File: src/rtl/ifetch_queue.sv
// Instruction fetch stage: owns the fetch PC, issues single-outstanding memory requests and queues words for decode.
// Optional build macro IFQ_BYPASS_EN forwards an ack straight to decode when the queue is empty.
module ifetch_queue #(
  parameter int unsigned DEPTH    = 4,
  parameter logic [31:0] RESET_PC = 32'h0000_016c
) (
  input  logic                    clk,
  input  logic                    reset_l,
  output logic                    mem_req,
  output logic [31:0]             mem_addr,
  input  logic                    mem_ack,
  input  logic [31:0]             mem_rdata,
  output logic                    instr_valid,
  output logic [31:0]             instr,
  output logic [31:0]             instr_pc,
  input  logic                    instr_ready,
  input  logic                    redirect,
  input  logic [31:0]             redirect_pc,
  output logic [$clog2(DEPTH):0]  count
);

  localparam int unsigned PW = $clog2(DEPTH);
  localparam int unsigned CW = PW + 1;

  typedef enum logic [1:0] {
    ST_IDLE = 2'd0,
    ST_WAIT = 2'd1,
    ST_DROP = 2'd2
  } state_e;

  typedef struct packed {
    logic [31:0] pc;
    logic [31:0] data;
  } entry_t;

  state_e          state_q, state_d;
  logic            mem_req_q, mem_req_d;
  logic [31:0]     pc_q, pc_d;
  logic [CW-1:0]   count_q, count_d;
  logic [PW-1:0]   head_q, head_d;
  logic [PW-1:0]   tail_q, tail_d;
  logic            valid_q, valid_d;
  logic [31:0]     instr_q, instr_d;
  logic [31:0]     instr_pc_q, instr_pc_d;
  entry_t          fifo_q [DEPTH];
  entry_t          fifo_d [DEPTH];

  logic            push;
  logic            pop;
  logic            bypass_take;
  logic [31:0]     redir_pc;
  logic            unused_ok;

  assign redir_pc  = {redirect_pc[31:2], 2'b00};
  assign unused_ok = ^redirect_pc[1:0];

  // Redirect wins over any same-cycle pop.
  assign pop = valid_q && instr_ready && !redirect;

`ifdef IFQ_BYPASS_EN
  logic bypass_hit;
  assign bypass_hit  = (state_q == ST_WAIT) && mem_ack && !redirect && (count_q == '0);
  assign bypass_take = bypass_hit && instr_ready;
  assign instr_valid = valid_q || bypass_hit;
  assign instr       = bypass_hit ? mem_rdata : instr_q;
  assign instr_pc    = bypass_hit ? pc_q : instr_pc_q;
`else
  assign bypass_take = 1'b0;
  assign instr_valid = valid_q;
  assign instr       = instr_q;
  assign instr_pc    = instr_pc_q;
`endif

  assign mem_req  = mem_req_q;
  assign mem_addr = pc_q;
  assign count    = count_q;

  // Fetch FSM: request issue, ack capture and discard of redirected requests.
  always_comb begin
    state_d   = state_q;
    mem_req_d = 1'b0;
    pc_d      = pc_q;
    push      = 1'b0;
    case (state_q)
      ST_IDLE: begin
        if (redirect) begin
          pc_d = redir_pc;
        end else if (count_q < CW'(DEPTH)) begin
          mem_req_d = 1'b1;
          state_d   = ST_WAIT;
        end
      end
      ST_WAIT: begin
        if (redirect) begin
          pc_d    = redir_pc;
          state_d = mem_ack ? ST_IDLE : ST_DROP;
        end else if (mem_ack) begin
          push    = !bypass_take;
          pc_d    = pc_q + 32'd4;
          state_d = ST_IDLE;
        end else begin
          mem_req_d = 1'b1;
        end
      end
      ST_DROP: begin
        if (redirect) begin
          pc_d = redir_pc;
        end
        if (mem_ack) begin
          state_d = ST_IDLE;
        end
      end
      default: begin
        state_d = ST_IDLE;
      end
    endcase
  end

  // Queue pointers, occupancy and the registered head presented to decode.
  always_comb begin
    head_d     = head_q;
    tail_d     = tail_q;
    count_d    = count_q;
    instr_d    = instr_q;
    instr_pc_d = instr_pc_q;
    fifo_d     = fifo_q;
    if (redirect) begin
      head_d  = '0;
      tail_d  = '0;
      count_d = '0;
    end else begin
      if (push) begin
        fifo_d[tail_q] = '{pc: pc_q, data: mem_rdata};
        tail_d         = tail_q + PW'(1);
      end
      if (pop) begin
        head_d = head_q + PW'(1);
      end
      count_d = count_q + CW'(push) - CW'(pop);
      // A push into a queue that is (or becomes) empty lands directly at the head.
      if (push && (count_q == CW'(pop))) begin
        instr_d    = mem_rdata;
        instr_pc_d = pc_q;
      end else if (pop) begin
        instr_d    = fifo_q[head_d].data;
        instr_pc_d = fifo_q[head_d].pc;
      end
    end
    valid_d = (count_d != '0);
  end

  always_ff @(posedge clk or negedge reset_l) begin
    if (!reset_l) begin
      state_q    <= ST_IDLE;
      mem_req_q  <= 1'b0;
      pc_q       <= RESET_PC;
      count_q    <= '0;
      head_q     <= '0;
      tail_q     <= '0;
      valid_q    <= 1'b0;
      instr_q    <= '0;
      instr_pc_q <= '0;
      fifo_q     <= '{default: '0};
    end else begin
      state_q    <= state_d;
      mem_req_q  <= mem_req_d;
      pc_q       <= pc_d;
      count_q    <= count_d;
      head_q     <= head_d;
      tail_q     <= tail_d;
      valid_q    <= valid_d;
      instr_q    <= instr_d;
      instr_pc_q <= instr_pc_d;
      fifo_q     <= fifo_d;
    end
  end

endmodule
File: config.mk
export PLATFORM = sky130hd
export DESIGN_NAME = ifetch_queue
export DESIGN_NICKNAME = d
export VERILOG_FILES = /design/src/rtl/ifetch_queue.sv
export SDC_FILE = /design/constraint.sdc
export NUM_CORES = 1
export LEC_CHECK = 0
export BUFFER_PORTS_ARGS = -buffer_cell sky130_fd_sc_hd__buf_4
export CAP_MARGIN = 20
export CORE_MARGIN = 4
export CORE_UTILIZATION = 35
export CTS_CLUSTER_SIZE = 24
export DETAILED_ROUTE_END_ITERATION = 12
export PLACE_DENSITY = 0.57
export SLEW_MARGIN = 20
export SYNTH_ARGS = -nofsm -noshare
export SYNTH_HDL_FRONTEND = slang
export SYNTH_SLANG_ARGS = --single-unit
File: constraint.sdc
create_clock -name clk -period 7.95 [get_ports clk]
set_input_delay 0.795 -clock clk [delete_from_list [all_inputs] [get_ports clk]]
set_output_delay 0.795 -clock clk [all_outputs]
set_load 0.03 [all_outputs]
### Yosys cells after proc, flatten, opt, wreduce, memory -nomap -nowiden

Cells that the tools add are included.

| storage, ports and cells | value |
|---|---|
| output and inout bits | 101 |
| input bits | 69 |
| word-level logic and storage cells | 85 |
| register bits | 363 |

| cells by class | value |
|---|---|
| order comparisons | 4 |
| $add $sub $neg | 5 |
| bitwise gates (word level) | 3 |
| equal/unequal tests | 7 |
| reductions and logical operators | 15 |
| mux-type cells | 34 |

Operators with widths:

| operator | number |
|---|---|
| bitwise mux 256 bit | 1 |
| two-way mux 32 bit | 7 |
| two-way mux 64 bit | 3 |
| binary-select mux 64 bit (select 2 bit) | 1 |
| demux 64 bit (select 2 bit) | 1 |
| one-hot mux 32 bit (2 select lines) | 1 |
| adder 32 x 3 -> 32 bit, second input constant | 1 |
| two-way mux 2 bit | 10 |
| two-way mux 1 bit | 7 |
| greater-or-equal comparator 3 bit, second input constant | 2 |
| NOT 2 -> 3 bit | 2 |
| one-hot mux 2 bit (3 select lines) | 1 |
| AND reduction 2 bit | 3 |
| nonzero test 2 bit | 3 |
| adder 2 x 1 -> 2 bit, second input constant | 2 |
| logical AND 1 bit | 4 |
| inequality test 2 bit, second input constant | 2 |
| adder 3 x 1 -> 3 bit | 1 |
| == test 3 x 1 -> 1 bit | 1 |
| less-than comparator 3 x 1 -> 1 bit, second input constant | 1 |
| less-than comparator 3 bit, second input constant | 1 |
| two-way mux 3 bit | 1 |
| inequality test 3 bit, second input constant | 1 |
| AND reduction 3 bit | 1 |
| 10 further kinds | 10 |

### Depth between registers and ports, before layout

Gate-level depths: netlist of run 1.

| logic depth | value |
|---|---|
| depth after elaboration | 10 |
| gate-level depth with buffers | 11 |
| gate-level depth less buffers | 9 |

### Least setup slack after synthesis of run 1

No wires, ideal clock.

| path | value |
|---|---|
| path type | input to register |
| start point | input redirect |
| end point | register valid_q, in the netlist instr_valid |
| path slack | 4868 ps |
| stages on the path | 11 |
| required time | 7819 ps |
| library setup time | 131 ps |
| arrival | 2951 ps |
| buffers on the path | 2 |
| path through | nand2b_1 -> buf_2 -> nor3b_4 -> clkbuf_1 -> xnor2_1 -> ha_1 -> inv_1 -> fa_1 -> xnor2_1 -> nor2_1 -> or3_1 |

| between the ends | value |
|---|---|
| word-level cells in the longest chain between the ends | 6 |
| elaborated cells on any way between the ends | 8 |
| those cells by class | 2 x add/sub; 3 x mux; 3 x reduce/logical |

RTL lines:

| what | line | RTL |
|---|---|---|
| start, declared | 17 | `input logic redirect,` |
| two-way mux 1 bit | 94 | `if (redirect) begin` |
| two-way mux 1 bit | 84 | `case (state_q)` |
| adder 3 x 1 -> 3 bit | 139 | `count_d = count_q + CW'(push) - CW'(pop);` |
| subtractor 3 x 1 -> 3 bit | 139 |  |
| two-way mux 3 bit * | 127 | `if (redirect) begin` |
| net count_d[2] | 39 | `logic [CW-1:0] count_q, count_d;` |
| nonzero test 3 bit * | 149 | `valid_d = (count_d != '0);` |
| net valid_d | 42 | `logic valid_q, valid_d;` |
| end signal, assigned | 171 | `valid_q <= valid_d;` |
| end, declared | 42 |  |

Mark *: on every way through the listed nets, which the timed path passes. The rest lies on a longest branch.
A chain may end at the register's enable or synchronous reset.

### Worst setup path in the final report of run 1

Ends and elaborated chain as after synthesis.

==> impl_metrics.prom, run 1 <==
# TYPE chip_impl_metric gauge
chip_impl_info{name="top_ff_cell_synth",value="dfrtp_1"} 1
chip_impl_metric{name="cts_resized",unit=""} 0
chip_impl_metric{name="max_freq",unit="MHz"} 307.7
chip_impl_metric{name="drt_wl_total",unit="microns"} 40070
chip_impl_metric{name="maxSlewHeadroom",unit=""} 0.3445
chip_impl_metric{name="synth-seq-cells",unit=""} 351
chip_impl_metric{name="drt_pre_antenna_iters",unit=""} 4
chip_impl_metric{name="cts_num_sinks",unit=""} 351
chip_impl_metric{name="rows",unit=""} 78
chip_impl_metric{name="first_global_vias",unit=""} 10740
chip_impl_metric{name="hold_slack",unit="ns"} 0.2884
chip_impl_metric{name="yosys_warnings",unit=""} 0
chip_impl_metric{name="groute.layer.met2.usage",unit=""} 0.2649
chip_impl_metric{name="fin_setup_tns",unit="ns"} 0
chip_impl_metric{name="cp.arrival",unit="ns"} 3.68
chip_impl_metric{name="grt_overflow",unit=""} 0
chip_impl_metric{name="cts_max_level",unit=""} 2
chip_impl_info{name="rsz0062_at_grt",value="false"} 1
chip_impl_metric{name="cell_internal_pwr",unit="uW"} 4403
chip_impl_metric{name="power.sequential.fraction",unit=""} 0.420
chip_impl_metric{name="cts_buffer_depth",unit=""} 3
chip_impl_metric{name="die_h",unit="microns"} 222.3
chip_impl_metric{name="die-area",unit="sq um"} 49420
chip_impl_metric{name="worst-endpoint-required",unit="ns"} 8.38
chip_impl_info{name="result_of_the_run",value="completed"} 1
chip_impl_metric{name="met1_usage",unit=""} 0.2168
chip_impl_metric{name="ant_nets",unit=""} 0
chip_impl_metric{name="timing.max_cap.violations",unit=""} 0
chip_impl_metric{name="detailedRoute.firstIterationViolations",unit=""} 598
chip_impl_metric{name="vias_per_cell",unit=""} 5.170
chip_impl_metric{name="pwr-share-clk",unit=""} 0.293
chip_impl_metric{name="synth-seq-area-share",unit=""} 0.5468
chip_impl_metric{name="p_per_area",unit="nW/um^2"} 343.9
chip_impl_info{name="cp_most_frequent_cell",value="buf_4"} 1
chip_impl_metric{name="synth.lib_cells_used.distinct",unit=""} 53
chip_impl_metric{name="synthesis.instances",unit=""} 1199
chip_impl_metric{name="comb_power_share",unit=""} 0.287
chip_impl_metric{name="area_growth",unit="%"} 18.87
chip_impl_metric{name="io_buffers",unit=""} 163
chip_impl_metric{name="floorplan.initialDensity",unit=""} 0.3542
chip_impl_metric{name="post_synthesis_mean_instance_area",unit="sq um"} 13.41
chip_impl_metric{name="peakVddDrop",unit="mV"} 0.1813
chip_impl_info{name="crit_path_end_kind",value="flip-flop"} 1
chip_impl_metric{name="worst_clock_skew",unit="ns"} 0.01876
chip_impl_metric{name="netSwitchingFraction",unit=""} 0.3298
chip_impl_metric{name="antennaDiodeCount",unit=""} 0
chip_impl_metric{name="p_sw",unit="uW"} 2167
chip_impl_metric{name="gp_congestion",unit=""} 0.7770
chip_impl_info{name="grt_most_used_layer",value="met2"} 1
chip_impl_metric{name="dp.final_hpwl",unit="microns"} 23880
chip_impl_metric{name="number_of_drc_violations_after_detailed_routing",unit=""} 0
chip_impl_metric{name="worst_skew_pair.late_latency",unit="ns"} 0.56
chip_impl_metric{name="finalHoldViolCount",unit=""} 0
chip_impl_metric{name="grt_util_all_layers",unit=""} 0.1611
chip_impl_metric{name="worst_slew_pin_slew",unit="ns"} 0.9832
chip_impl_metric{name="final_layout_size_suffix_gt1_frac",unit=""} 0.4176
chip_impl_info{name="clock_tree.root_cell",value="clkbuf_16"} 1
chip_impl_metric{name="cts-hold-fix-buffers",unit=""} 0
chip_impl_metric{name="final_net_count",unit=""} 1395
chip_impl_metric{name="vias",unit=""} 10100
chip_impl_metric{name="core",unit="sq um"} 45380
chip_impl_metric{name="setup_violations",unit=""} 0
chip_impl_metric{name="slew_violations",unit=""} 0
chip_impl_metric{name="synthesis.area",unit="sq um"} 16070
chip_impl_info{name="worstSetupPathType",value="in -> reg"} 1
chip_impl_metric{name="cp_slowest_stage_delay",unit="ns"} 0.76
chip_impl_metric{name="static-leakage-power",unit="uW"} 0.009089
chip_impl_metric{name="ios",unit=""} 170
chip_impl_info{name="timing.hold.worst.class",value="in -> async"} 1
chip_impl_info{name="worst_path_max_delay_cell",value="buf_4"} 1
chip_impl_metric{name="crit_fanout",unit=""} 38
chip_impl_metric{name="cts_buffers",unit=""} 42
chip_impl_metric{name="overall_die_width",unit="microns"} 222.3
chip_impl_metric{name="avgRoutedWirePerCell",unit="microns"} 20.52
chip_impl_info{name="category_of_the_worst_setup_path_launch_point",value="input pin"} 1
chip_impl_metric{name="grt_antenna_before_repair",unit=""} 0
chip_impl_metric{name="grt_start_max_net_pins",unit=""} 164
chip_impl_metric{name="synth_async_sr_flop_share",unit=""} 1.000
chip_impl_metric{name="post-route-min-period",unit="ns"} 3.249
chip_impl_metric{name="grt_first_pass_wirelength",unit="microns"} 62960
chip_impl_metric{name="path_clk_slew",unit="ns"} 0.06
chip_impl_metric{name="use_met3",unit=""} 0.02788
chip_impl_metric{name="min_period_over_period",unit=""} 0.4087
chip_impl_metric{name="synth-edff-count",unit=""} 0
chip_impl_metric{name="postCtsSetupRepairBufs",unit=""} 0
chip_impl_info{name="tritoncts",value="built"} 1
chip_impl_info{name="critical_path_cell_by_cell",value="buf_4 -> nand3b_1 -> buf_4 -> buf_4 -> nor2_1 -> fa_1 -> xnor2_1 -> nor2_1 -> or3_1"} 1
==> kinds of logic after synthesis <==
group / share of synthesized area
AOI/OAI and AO/OA: 0.05776
xor gates and xnor gates: 0.002725
adders and majority gates: 0.005916
buffers and inverters: 0.03612
DFF: 0.5468
muxes: 0.2942
other: 0.0002333
and+or+nand+nor: 0.05628
==> cell usage after synthesis (all sizes together) (2+ instances only) <==
master | number | area (sq um)
o22ai | 8 | 50.05
and3 | 4 | 25.02
or3 | 6 | 37.54
dfstp | 5 | 131.4
o31ai | 2 | 15.01
nand4 | 7 | 43.79
a311oi | 3 | 26.28
a21oi | 93 | 465.5
nor2 | 86 | 322.8
nand2 | 44 | 167.7
and4 | 5 | 43.79
mux2 | 239 | 2691
nor4 | 4 | 25.02
dfrtp | 346 | 8658
nor3 | 11 | 55.05
mux2i | 64 | 640.6
clkbuf | 53 | 202.7
o21ai | 27 | 135.1
inv | 7 | 26.28
mux4 | 62 | 1396
a31oi | 7 | 43.79
nor3b | 4 | 41.29
a21o | 2 | 15.01
nor2b | 3 | 18.77
xor2 | 2 | 17.52
o22a | 6 | 52.55
a2bb2oi | 6 | 52.55
ha | 6 | 75.07
nand3 | 14 | 75.07
and2 | 3 | 18.77
xnor2 | 3 | 26.28
buf | 53 | 351.6
==> power groups by stage <==
stage | combinational [uW] | sequential (uW) | clock, uW
after floorplan | 965 | 3010 | 0
after global placement | 1880 | 2770 | 0
after detailed placement | 1920 | 2790 | 0
after CTS | 1920 | 2760 | 1990
after global routing | 2040 | 2840 | 2060
final | 1890 | 2760 | 1920
==> through the flow <==
step | worst slack (ns) | instance area, sq um | util | power, uW | cells
after global placement | 4.118 | 17700 | 0.3900 | 4646 | 1875
after detailed placement | 4.040 | 17700 | 0.3900 | 4710 | 1875
after CTS | 4.677 | 19110 | 0.4210 | 6674 | 1953
after global routing | 4.586 | 19110 | 0.4210 | 6939 | 1953
after floorplan | 4.868 | 16090 | - | 3979 | 1202
final | 4.701 | 19110 | 0.4210 | 6570 | 1953
==> cells in the final DEF (no fill, tap or decap), types with 3 or more instances in the layout <==
cell,n
dfrtp_1,344
mux2_2,239
buf_4,177
a21oi_1,92
nor2_1,86
mux2i_1,64
mux4_2,62
clkbuf_16,42
nand2_1,40
o21ai_0,27
nand3_1,13
clkbuf_8,12
nor3_1,11
o22ai_1,8
clkbuf_1,8
inv_1,7
nand4_1,7
a31oi_1,7
clkinv_2,7
or3_1,6
a2bb2oi_1,6
o22a_1,6
ha_1,6
and4_1,5
dfstp_2,5
nand2_4,4
and3_1,4
nor4_1,4
conb_1,4
xnor2_1,3
nor3b_1,3
and2_1,3
a311oi_1,3
inv_6,3
==> worst max-delay path: cells and delay by family <==
kind / cells / cell delay [ns]
buffers and inverters: 3 / 1.50
adder cells (fa/ha/maj): 1 / 0.45
AND/OR/NAND/NOR: 4 / 0.72
XOR/XNOR: 1 / 0.18
==> path summary, 6_finish.rpt <==
path	slack, ns	cells past startpoint	from	end
max	4.70	9	redirect	instr_valid$_DFF_PN0_
min	0.29	1	reset_l	instr_pc[11]$_DFFE_PN0P_
max reg2reg	4.79	8	instr_valid$_DFF_PN0_	instr_valid$_DFF_PN0_
min reg2reg	0.48	2	fifo_q[115]$_DFFE_PN0P_	fifo_q[115]$_DFFE_PN0P_
max in group asynchronous	6.07	2	reset_l	fifo_q[9]$_DFFE_PN0P_
min in group clk	0.41	2	mem_ack	state_q[1]$_DFFE_PN0P_
==> cell type report <==
type | count | area, sq um
Fill cell | 4229 | 26270
Sequential cell | 351 | 8797
Multi-Input combinational cell | 738 | 6761
Timing Repair Buffer | 179 | 1364
Clock buffer | 62 | 1246
Tap cell | 600 | 750.7
Clock inverter | 16 | 161.4
Inverter | 7 | 26.28
==> registers in the layout, indices dropped and copies added (netlist names) <==
signal / flops
fifo_q: 248
instr: 32
instr_pc: 30
mem_addr: 30
count: 3
head_q: 2
state_q: 2
tail_q: 2
instr_valid: 1
mem_req: 1
==> per-layer routing <==
layer  up-vias  share of wire
met2       198           0.48
met4         0          0.028
met1      5220           0.45
met3        70          0.043
li1       4609              -
met5         -              0
Note: power is estimated with default switching activity, not from simulation.
==> run 2, diff against run 1 <==
- ABC_AREA: default -> 1
- clock period: 7.95 -> 3.1 ns (I/O delays scaled with it)
==> run 2 against run 1 <==
Effect of this change: core utilization down 0.39 points; register-to-register slack lost 4.0 ns; die area increased by 12%; synthesized cell count is 110% higher; first-iteration DRC count grew to 2.5 times the previous value; routed wire length up 37%; cell area is 12% higher; critical path type unchanged; critical endpoint unchanged; largest cell class unchanged.
==> impl_metrics.prom, run 2 <==
# TYPE chip_impl_metric gauge
chip_impl_info{name="result_of_the_run",value="completed"} 1
chip_impl_info{name="worstHoldStart",value="redirect"} 1
chip_impl_metric{name="ios",unit=""} 170
chip_impl_metric{name="max_freq",unit="MHz"} 423.2
chip_impl_info{name="ys_top_cells_by_area",value="dfrtp_1 48%, nand2_1 16%, nand3_1 9.5%"} 1
chip_impl_info{name="synth.most_common_cell",value="nand2_1"} 1
chip_impl_metric{name="cts_num_sinks",unit=""} 351
chip_impl_metric{name="power.sequential.fraction",unit=""} 0.359
chip_impl_info{name="worstSetupPathType",value="in -> reg"} 1
chip_impl_metric{name="first_global_vias",unit=""} 15870
chip_impl_metric{name="p_sw",unit="uW"} 7715
chip_impl_metric{name="io_buffers",unit=""} 163
chip_impl_metric{name="vias",unit=""} 16180
chip_impl_metric{name="gp_congestion",unit=""} 0.8664
chip_impl_metric{name="worst-endpoint-required",unit="ns"} 3.54
chip_impl_metric{name="yosys_warnings",unit=""} 0
chip_impl_metric{name="number_of_drc_violations_after_detailed_routing",unit=""} 0
chip_impl_info{name="timing.rr.start",value="state_q[1]$_DFFE_PN0P_"} 1
chip_impl_metric{name="worstHoldPathCells",unit=""} 2
chip_impl_metric{name="setup_violations",unit=""} 0
chip_impl_metric{name="finalHoldViolCount",unit=""} 0
chip_impl_info{name="rsz0062_at_grt",value="false"} 1
chip_impl_metric{name="antennaDiodeCount",unit=""} 0
chip_impl_metric{name="area_growth",unit="%"} 18.27
chip_impl_metric{name="instances_no_fill",unit=""} 3273
chip_impl_metric{name="pwr-share-clk",unit=""} 0.266
chip_impl_metric{name="slew_violations",unit=""} 0
chip_impl_info{name="critical_path_cell_by_cell",value="dlygate4sd3_1 -> buf_4 -> inv_1 -> nor2_1 -> nand2_1 -> inv_2 -> nand2_1 -> o21ai_0 -> ha_1 -> inv_1 -> fa_1 -> nor2_1 -> or3_1"} 1
chip_impl_info{name="whs_endpoint",value="head_q[1]$_DFF_PN0_"} 1
chip_impl_metric{name="cts_buffer_depth",unit=""} 3
chip_impl_info{name="clock_tree.root_cell",value="clkbuf_16"} 1
chip_impl_metric{name="cts_max_level",unit=""} 2
chip_impl_metric{name="synth_async_sr_flop_share",unit=""} 1.000
chip_impl_info{name="layout.cells.most_common",value="nand2_1"} 1
chip_impl_metric{name="synth-seq-cells",unit=""} 351
chip_impl_metric{name="grt_antenna_before_repair",unit=""} 1
chip_impl_metric{name="vias_per_cell",unit=""} 4.943
chip_impl_info{name="top_ff_cell_synth",value="dfrtp_1"} 1
chip_impl_metric{name="min_period_over_period",unit=""} 0.7622
chip_impl_metric{name="rows",unit=""} 83
chip_impl_metric{name="worst_clock_skew",unit="ns"} 0.02513
chip_impl_metric{name="synthesis.instances",unit=""} 2458
chip_impl_info{name="synth.cells.most_frequent",value="792 x nand2_1, 346 x dfrtp_1, 345 x nand3_1"} 1
chip_impl_metric{name="grt_overflow",unit=""} 0
chip_impl_metric{name="synth.lib_cells_used.distinct",unit=""} 36
chip_impl_metric{name="comb_power_share",unit=""} 0.375
chip_impl_metric{name="placed_cells_incl_taps",unit=""} 3192
chip_impl_metric{name="ff2ff_path_depth",unit=""} 10
chip_impl_metric{name="die-area",unit="sq um"} 55410
chip_impl_metric{name="peakVddDrop",unit="mV"} 0.5996
chip_impl_metric{name="path_clk_slew",unit="ns"} 0.05
chip_impl_metric{name="overall_die_width",unit="microns"} 235.4
chip_impl_metric{name="detailedRoute.firstIterationViolations",unit=""} 1499
chip_impl_metric{name="timing.reg2reg.setup_slack",unit="ns"} 0.80
chip_impl_metric{name="crit_fanout",unit=""} 8
chip_impl_metric{name="placement.cell_area",unit="sq um"} 19950
chip_impl_info{name="synth.largest_area_cell",value="dfrtp_1"} 1
chip_impl_info{name="category_of_the_worst_setup_path_launch_point",value="input pin"} 1
chip_impl_metric{name="maxSlewHeadroom",unit=""} 0.4953
chip_impl_metric{name="core",unit="sq um"} 51300
chip_impl_metric{name="cts_buffers",unit=""} 42
chip_impl_metric{name="dp.final_hpwl",unit="microns"} 32760
chip_impl_metric{name="die_h",unit="microns"} 235.4
chip_impl_metric{name="floorplan.initialDensity",unit=""} 0.3527
chip_impl_info{name="critical_path.top_delay_family",value="buffers and inverters"} 1
chip_impl_metric{name="cts_resized",unit=""} 0
chip_impl_metric{name="drt_wl_total",unit="microns"} 54890
chip_impl_metric{name="worst_slew_pin_slew",unit="ns"} 0.7570
chip_impl_metric{name="avgRoutedWirePerCell",unit="microns"} 16.77
chip_impl_metric{name="max_reg_flops",unit=""} 248
chip_impl_metric{name="grt_first_pass_wirelength",unit="microns"} 88850
chip_impl_info{name="timing.hold.worst.class",value="in -> reg"} 1
chip_impl_metric{name="p_per_area",unit="nW/um^2"} 883.8
chip_impl_metric{name="cp_slowest_stage_delay",unit="ns"} 0.59
chip_impl_metric{name="synth-seq-area-share",unit=""} 0.4857
chip_impl_metric{name="grt_util_all_layers",unit=""} 0.1959
chip_impl_metric{name="finish.instance_area",unit="sq um"} 21400
chip_impl_info{name="layout.cells.most_common_list",value="786 x nand2_1, 346 x dfrtp_1, 345 x nand3_1"} 1
chip_impl_metric{name="yosys.area.top_type_share",unit=""} 0.4785
chip_impl_metric{name="fin_util",unit=""} 0.4172
chip_impl_metric{name="final_net_count",unit=""} 2636
chip_impl_metric{name="overall_power_consumption",unit="uW"} 18920
chip_impl_info{name="worst_path_max_delay_cell",value="dlygate4sd3_1"} 1
chip_impl_metric{name="fin_setup_tns",unit="ns"} 0
chip_impl_info{name="timing.rr.end",value="instr_valid$_DFF_PN0_"} 1
chip_impl_metric{name="synth-edff-count",unit=""} 0
chip_impl_metric{name="final_layout_size_suffix_gt1_frac",unit=""} 0.1118
chip_impl_metric{name="netSwitchingFraction",unit=""} 0.4079
chip_impl_metric{name="timing.max_cap.violations",unit=""} 0
chip_impl_metric{name="cp.arrival",unit="ns"} 2.80
chip_impl_info{name="tritoncts",value="built"} 1
chip_impl_metric{name="synthesis.area",unit="sq um"} 18100
chip_impl_metric{name="ant_nets",unit=""} 0
chip_impl_metric{name="post_synthesis_mean_instance_area",unit="sq um"} 7.362
chip_impl_metric{name="static-leakage-power",unit="uW"} 0.01115
chip_impl_metric{name="worst_skew_pair.late_latency",unit="ns"} 0.59
chip_impl_metric{name="grt_start_max_net_pins",unit=""} 125
chip_impl_metric{name="post-route-min-period",unit="ns"} 2.363
chip_impl_info{name="largest-register",value="fifo_q"} 1
chip_impl_metric{name="drt_pre_antenna_iters",unit=""} 5
chip_impl_info{name="crit_path_end_kind",value="flip-flop"} 1
chip_impl_metric{name="timing.critical_path.buf_inv",unit=""} 5
chip_impl_metric{name="cell_internal_pwr",unit="uW"} 11200
## run 2: cell types whose count changed in the layout (fill, tap and decap cells not counted), sizes merged, moves of 62 or more
cell	change
mux2	-239
mux2i	-64
mux4	-62
nand2	+751
inv	+332
nand3	+332
a21oi	-88
nand3b	+62
o21ai	+250
## run 2: worst max-delay path by stage
| stage | slack, ns | start | depth (start not counted) | to |
|---|---|---|---|---|
| floorplan | 1.03 | instr_valid$_DFF_PN0_ | 7 | instr_valid$_DFF_PN0_ |
| global placement | 0.82 | mem_ack | 12 | instr_valid$_DFF_PN0_ |
| detailed placement | 0.80 | mem_ack | 12 | instr_valid$_DFF_PN0_ |
| CTS | 0.78 | mem_ack | 13 | instr_valid$_DFF_PN0_ |
| global route | 0.58 | mem_ack | 16 | instr_valid$_DFF_PN0_ |
| finish | 0.74 | mem_ack | 13 | instr_valid$_DFF_PN0_ |
## run 2: through the flow
stage | setup slack (ns) | hold WS, ns
after global placement | 0.8247 | 0.3078
after CTS | 0.7835 | 0.0007372
final | 0.7372 | 0.02946
after floorplan | 1.033 | 0.01441
after global routing | 0.5762 | 0.02603
after detailed placement | 0.7998 | 0.3090
## run 2: power groups by stage
| stage | sequential (uW) | combinational [uW] | clock, uW |
|---|---|---|---|
| global route | 6950 | 7980 | 5330 |
| global placement | 6800 | 7020 | 0 |
| detailed placement | 6840 | 7110 | 0 |
| CTS | 6770 | 7150 | 5170 |
| finish | 6780 | 7090 | 5040 |
| floorplan | 7650 | 3730 | 0 |
## run 2: area by class of cell
class                           instances  area [sq um]
Fill cell                            5312         29900
Inverter                              343          1290
Tap cell                              680         850.8
Timing Repair Buffer                  204          1699
Clock inverter                         15         197.7
Multi-Input combinational cell       1618          7358
Sequential cell                       351          8790
Clock buffer                           62          1216
## run 2: repair_timing
item | 4_1_cts | 5_1_grt
endpoints found under the setup margin | 0 | 0
buffers inserted | 0 | 0
endpoints found under the hold margin | 54 | 0
hold buffers | 4 | 0
## run 2: cell families (layout without fill, tap and decap cells)
| group | after synthesis | after routing | share of synthesized area |
|---|---|---|---|
| flops | 351 | 351 | 0.4857 |
| other cells | 1 | 4 | 0.0002072 |
| fa+ha+maj | 7 | 7 | 0.005255 |
| xor+xnor | 4 | 4 | 0.002974 |
| simple gates | 1311 | 1311 | 0.3127 |
| buf+inv | 492 | 624 | 0.1112 |
| compound gates | 292 | 292 | 0.08193 |
## run 2: layer usage
metal	routed length (microns)	up-vias	part of all wire	GRT usage
met5	15	-	0.00027	0
met4	1248	2	0.023	0.05392
met3	3452	80	0.063	0.03386
met2	24570	540	0.45	0.3121
met1	25600	7648	0.47	0.2771
li1	-	7910	-	-
## run 2: worst register-to-register path: stages (launching register included)
cell and delay [ns]:
dfrtp_1 0.43, nor2_1 0.16, nand2_1 0.11, inv_2 0.21, nand2_1 0.07, o21ai_0 0.08
ha_1 0.17, inv_1 0.05, fa_1 0.48, nor2_1 0.06, or3_1 0.36
==> run 3, diff against run 2 <==
- clock period: 3.1 -> 2.2 ns (I/O delays scaled with it)
==> run 3 against run 2 <==
Effect of this change: first-iteration DRC count shrank 15%; sequential power increased by 41%; routed wire length down 0.76%; largest power group unchanged; clock-buffer cell count unchanged; critical path depth unchanged; global-route usage down 0.12 points; non-clock buffer count up 70.
==> impl_metrics.prom, run 3 (synthesis results as in run 2) <==
# TYPE chip_impl_metric gauge
chip_impl_metric{name="grt_overflow",unit=""} 0
chip_impl_metric{name="first_global_vias",unit=""} 15970
chip_impl_info{name="timing.rr.start",value="state_q[0]$_DFFE_PN0P_"} 1
chip_impl_metric{name="worstHoldPathCells",unit=""} 3
chip_impl_metric{name="final_layout_size_suffix_gt1_frac",unit=""} 0.1158
chip_impl_metric{name="grt_start_max_net_pins",unit=""} 104
chip_impl_metric{name="max_freq",unit="MHz"} 487.3
chip_impl_metric{name="finish.instance_area",unit="sq um"} 22130
chip_impl_metric{name="maxSlewHeadroom",unit=""} 0.5792
chip_impl_metric{name="timing.reg2reg.setup_slack",unit="ns"} 0.16
chip_impl_metric{name="die-area",unit="sq um"} 55410
chip_impl_metric{name="gp_congestion",unit=""} 0.8912
chip_impl_info{name="timing.hold.worst.class",value="in -> reg"} 1
chip_impl_info{name="whs_endpoint",value="fifo_q[75]$_DFFE_PN0P_"} 1
chip_impl_metric{name="path_clk_slew",unit="ns"} 0.06
chip_impl_info{name="tritoncts",value="built"} 1
chip_impl_info{name="crit_path_end_kind",value="flip-flop"} 1
chip_impl_info{name="layout.cells.most_common_list",value="785 x nand2_1, 346 x dfrtp_1, 345 x nand3_1"} 1
chip_impl_metric{name="drt_pre_antenna_iters",unit=""} 6
chip_impl_metric{name="max_reg_flops",unit=""} 248
chip_impl_info{name="result_of_the_run",value="completed"} 1
chip_impl_info{name="clock_tree.root_cell",value="clkbuf_16"} 1
chip_impl_metric{name="post-route-min-period",unit="ns"} 2.052
chip_impl_metric{name="worst_slew_pin_slew",unit="ns"} 0.6313
chip_impl_metric{name="core",unit="sq um"} 51300
chip_impl_metric{name="cts_max_level",unit=""} 2
chip_impl_metric{name="grt_antenna_before_repair",unit=""} 2
chip_impl_metric{name="worst_skew_pair.late_latency",unit="ns"} 0.56
chip_impl_info{name="layout.cells.most_common",value="nand2_1"} 1
chip_impl_metric{name="floorplan.initialDensity",unit=""} 0.3527
chip_impl_info{name="largest-register",value="fifo_q"} 1
chip_impl_metric{name="avgRoutedWirePerCell",unit="microns"} 16.31
chip_impl_metric{name="ff2ff_path_depth",unit=""} 10
chip_impl_metric{name="overall_die_width",unit="microns"} 235.4
chip_impl_metric{name="final_net_count",unit=""} 2705
chip_impl_metric{name="grt_first_pass_wirelength",unit="microns"} 88600
chip_impl_metric{name="slew_violations",unit=""} 0
chip_impl_metric{name="ant_nets",unit=""} 0
chip_impl_metric{name="peakVddDrop",unit="mV"} 0.7746
chip_impl_metric{name="timing.max_cap.violations",unit=""} 0
chip_impl_metric{name="worst-endpoint-required",unit="ns"} 2.64
chip_impl_metric{name="antennaDiodeCount",unit=""} 0
chip_impl_metric{name="io_buffers",unit=""} 163
chip_impl_metric{name="cts_buffer_depth",unit=""} 3
chip_impl_metric{name="number_of_drc_violations_after_detailed_routing",unit=""} 0
chip_impl_info{name="category_of_the_worst_setup_path_launch_point",value="input pin"} 1
chip_impl_metric{name="fin_setup_tns",unit="ns"} 0
chip_impl_metric{name="crit_fanout",unit=""} 4
chip_impl_metric{name="drt_wl_total",unit="microns"} 54470
chip_impl_metric{name="cts_num_sinks",unit=""} 351
chip_impl_metric{name="die_h",unit="microns"} 235.4
chip_impl_metric{name="vias",unit=""} 16280
chip_impl_metric{name="vias_per_cell",unit=""} 4.875
chip_impl_metric{name="p_per_area",unit="nW/um^2"} 1200
chip_impl_metric{name="rows",unit=""} 83
chip_impl_metric{name="finalHoldViolCount",unit=""} 0
chip_impl_metric{name="static-leakage-power",unit="uW"} 0.01149
chip_impl_metric{name="cts_buffers",unit=""} 41
chip_impl_metric{name="dp.final_hpwl",unit="microns"} 33830
chip_impl_metric{name="cp.arrival",unit="ns"} 2.49
chip_impl_info{name="rsz0062_at_grt",value="false"} 1
chip_impl_metric{name="setup_violations",unit=""} 0
chip_impl_metric{name="worst_clock_skew",unit="ns"} 0.01341
chip_impl_metric{name="min_period_over_period",unit=""} 0.9328
chip_impl_metric{name="detailedRoute.firstIterationViolations",unit=""} 1279
chip_impl_metric{name="ios",unit=""} 170
chip_impl_metric{name="grt_util_all_layers",unit=""} 0.1947
chip_impl_info{name="timing.rr.end",value="instr_valid$_DFF_PN0_"} 1
chip_impl_info{name="worstHoldStart",value="mem_rdata[11]"} 1
chip_impl_metric{name="placement.cell_area",unit="sq um"} 20290
chip_impl_info{name="worstSetupPathType",value="in -> reg"} 1
chip_impl_metric{name="area_growth",unit="%"} 22.28
-- run 3: where the power goes --
part	leakage, uW	total [uW]	internal (uW)	switching [uW]
logic	0.00621	10300	3580	6720
registers	0.00463	9540	8260	1280
clock network	0.000643	6720	3930	2790
total	0.0115	26600	15800	10800
-- run 3: timing repair --
action,CTS,global route
endpoints found under the setup margin,0,1
setup buffers,0,1
hold buffers,52,0
resized for setup,0,4
endpoints found under the hold margin,446,0
-- run 3: cell type report --
| type | instances | area (sq um) |
|---|---|---|
| timing repair buffer | 274 | 2532 |
| fill | 5200 | 29170 |
| clock buffer | 62 | 1175 |
| clock inverter | 11 | 127.6 |
| multi-input combinational | 1618 | 7363 |
| inverter | 343 | 1290 |
| sequential | 351 | 8790 |
| tap | 680 | 850.8 |
-- run 3: how the worst max path moves through the flow --
stage,start,endpoint,slack (ns),cells after the start
floorplan,instr_valid$_DFF_PN0_,instr_valid$_DFF_PN0_,0.13,7
global placement,state_q[0]$_DFFE_PN0P_,instr_valid$_DFF_PN0_,0.03,13
detailed placement,state_q[0]$_DFFE_PN0P_,instr_valid$_DFF_PN0_,0.02,10
CTS,state_q[0]$_DFFE_PN0P_,instr_valid$_DFF_PN0_,0.004,10
global route,state_q[0]$_DFFE_PN0P_,instr_valid$_DFF_PN0_,0.01,13
finish,mem_ack,instr_valid$_DFF_PN0_,0.15,13
-- run 3: worst max-delay path, stage by stage --
cell	delay (ns)
dlygate4sd3_1	0.60
buf_4	0.15
inv_1	0.05
nor2_2	0.11
nand2_2	0.08
inv_2	0.06
nand2_1	0.04
o21ai_1	0.08
ha_1	0.17
inv_1	0.05
fa_1	0.48
nor2_1	0.05
or3_1	0.36
-- run 3: routing by layer --
layer | GRT usage | part of all wire | vias to the layer above
met1 | 0.2697 | 0.46 | 7665
met3 | 0.02976 | 0.056 | 91
met2 | 0.3186 | 0.46 | 481
met4 | 0.05606 | 0.023 | 2
met5 | 0 | 0.00022 | -
li1 | - | - | 8037
-- run 3: metrics by stage --
stage	instances	utilization	hold slack, ns	worst slack [ns]	power (uW)
floorplan	2461	-	-0.07559	0.1333	16040
global placement	3213	0.3956	0.08439	0.03221	19680
detailed placement	3213	0.3956	0.09227	0.02169	19880
CTS	3338	0.4311	0.00007766	0.003865	26820
global route	3339	0.4313	0.01627	0.01005	28520
finish	3339	0.4313	0.02074	0.1478	26560
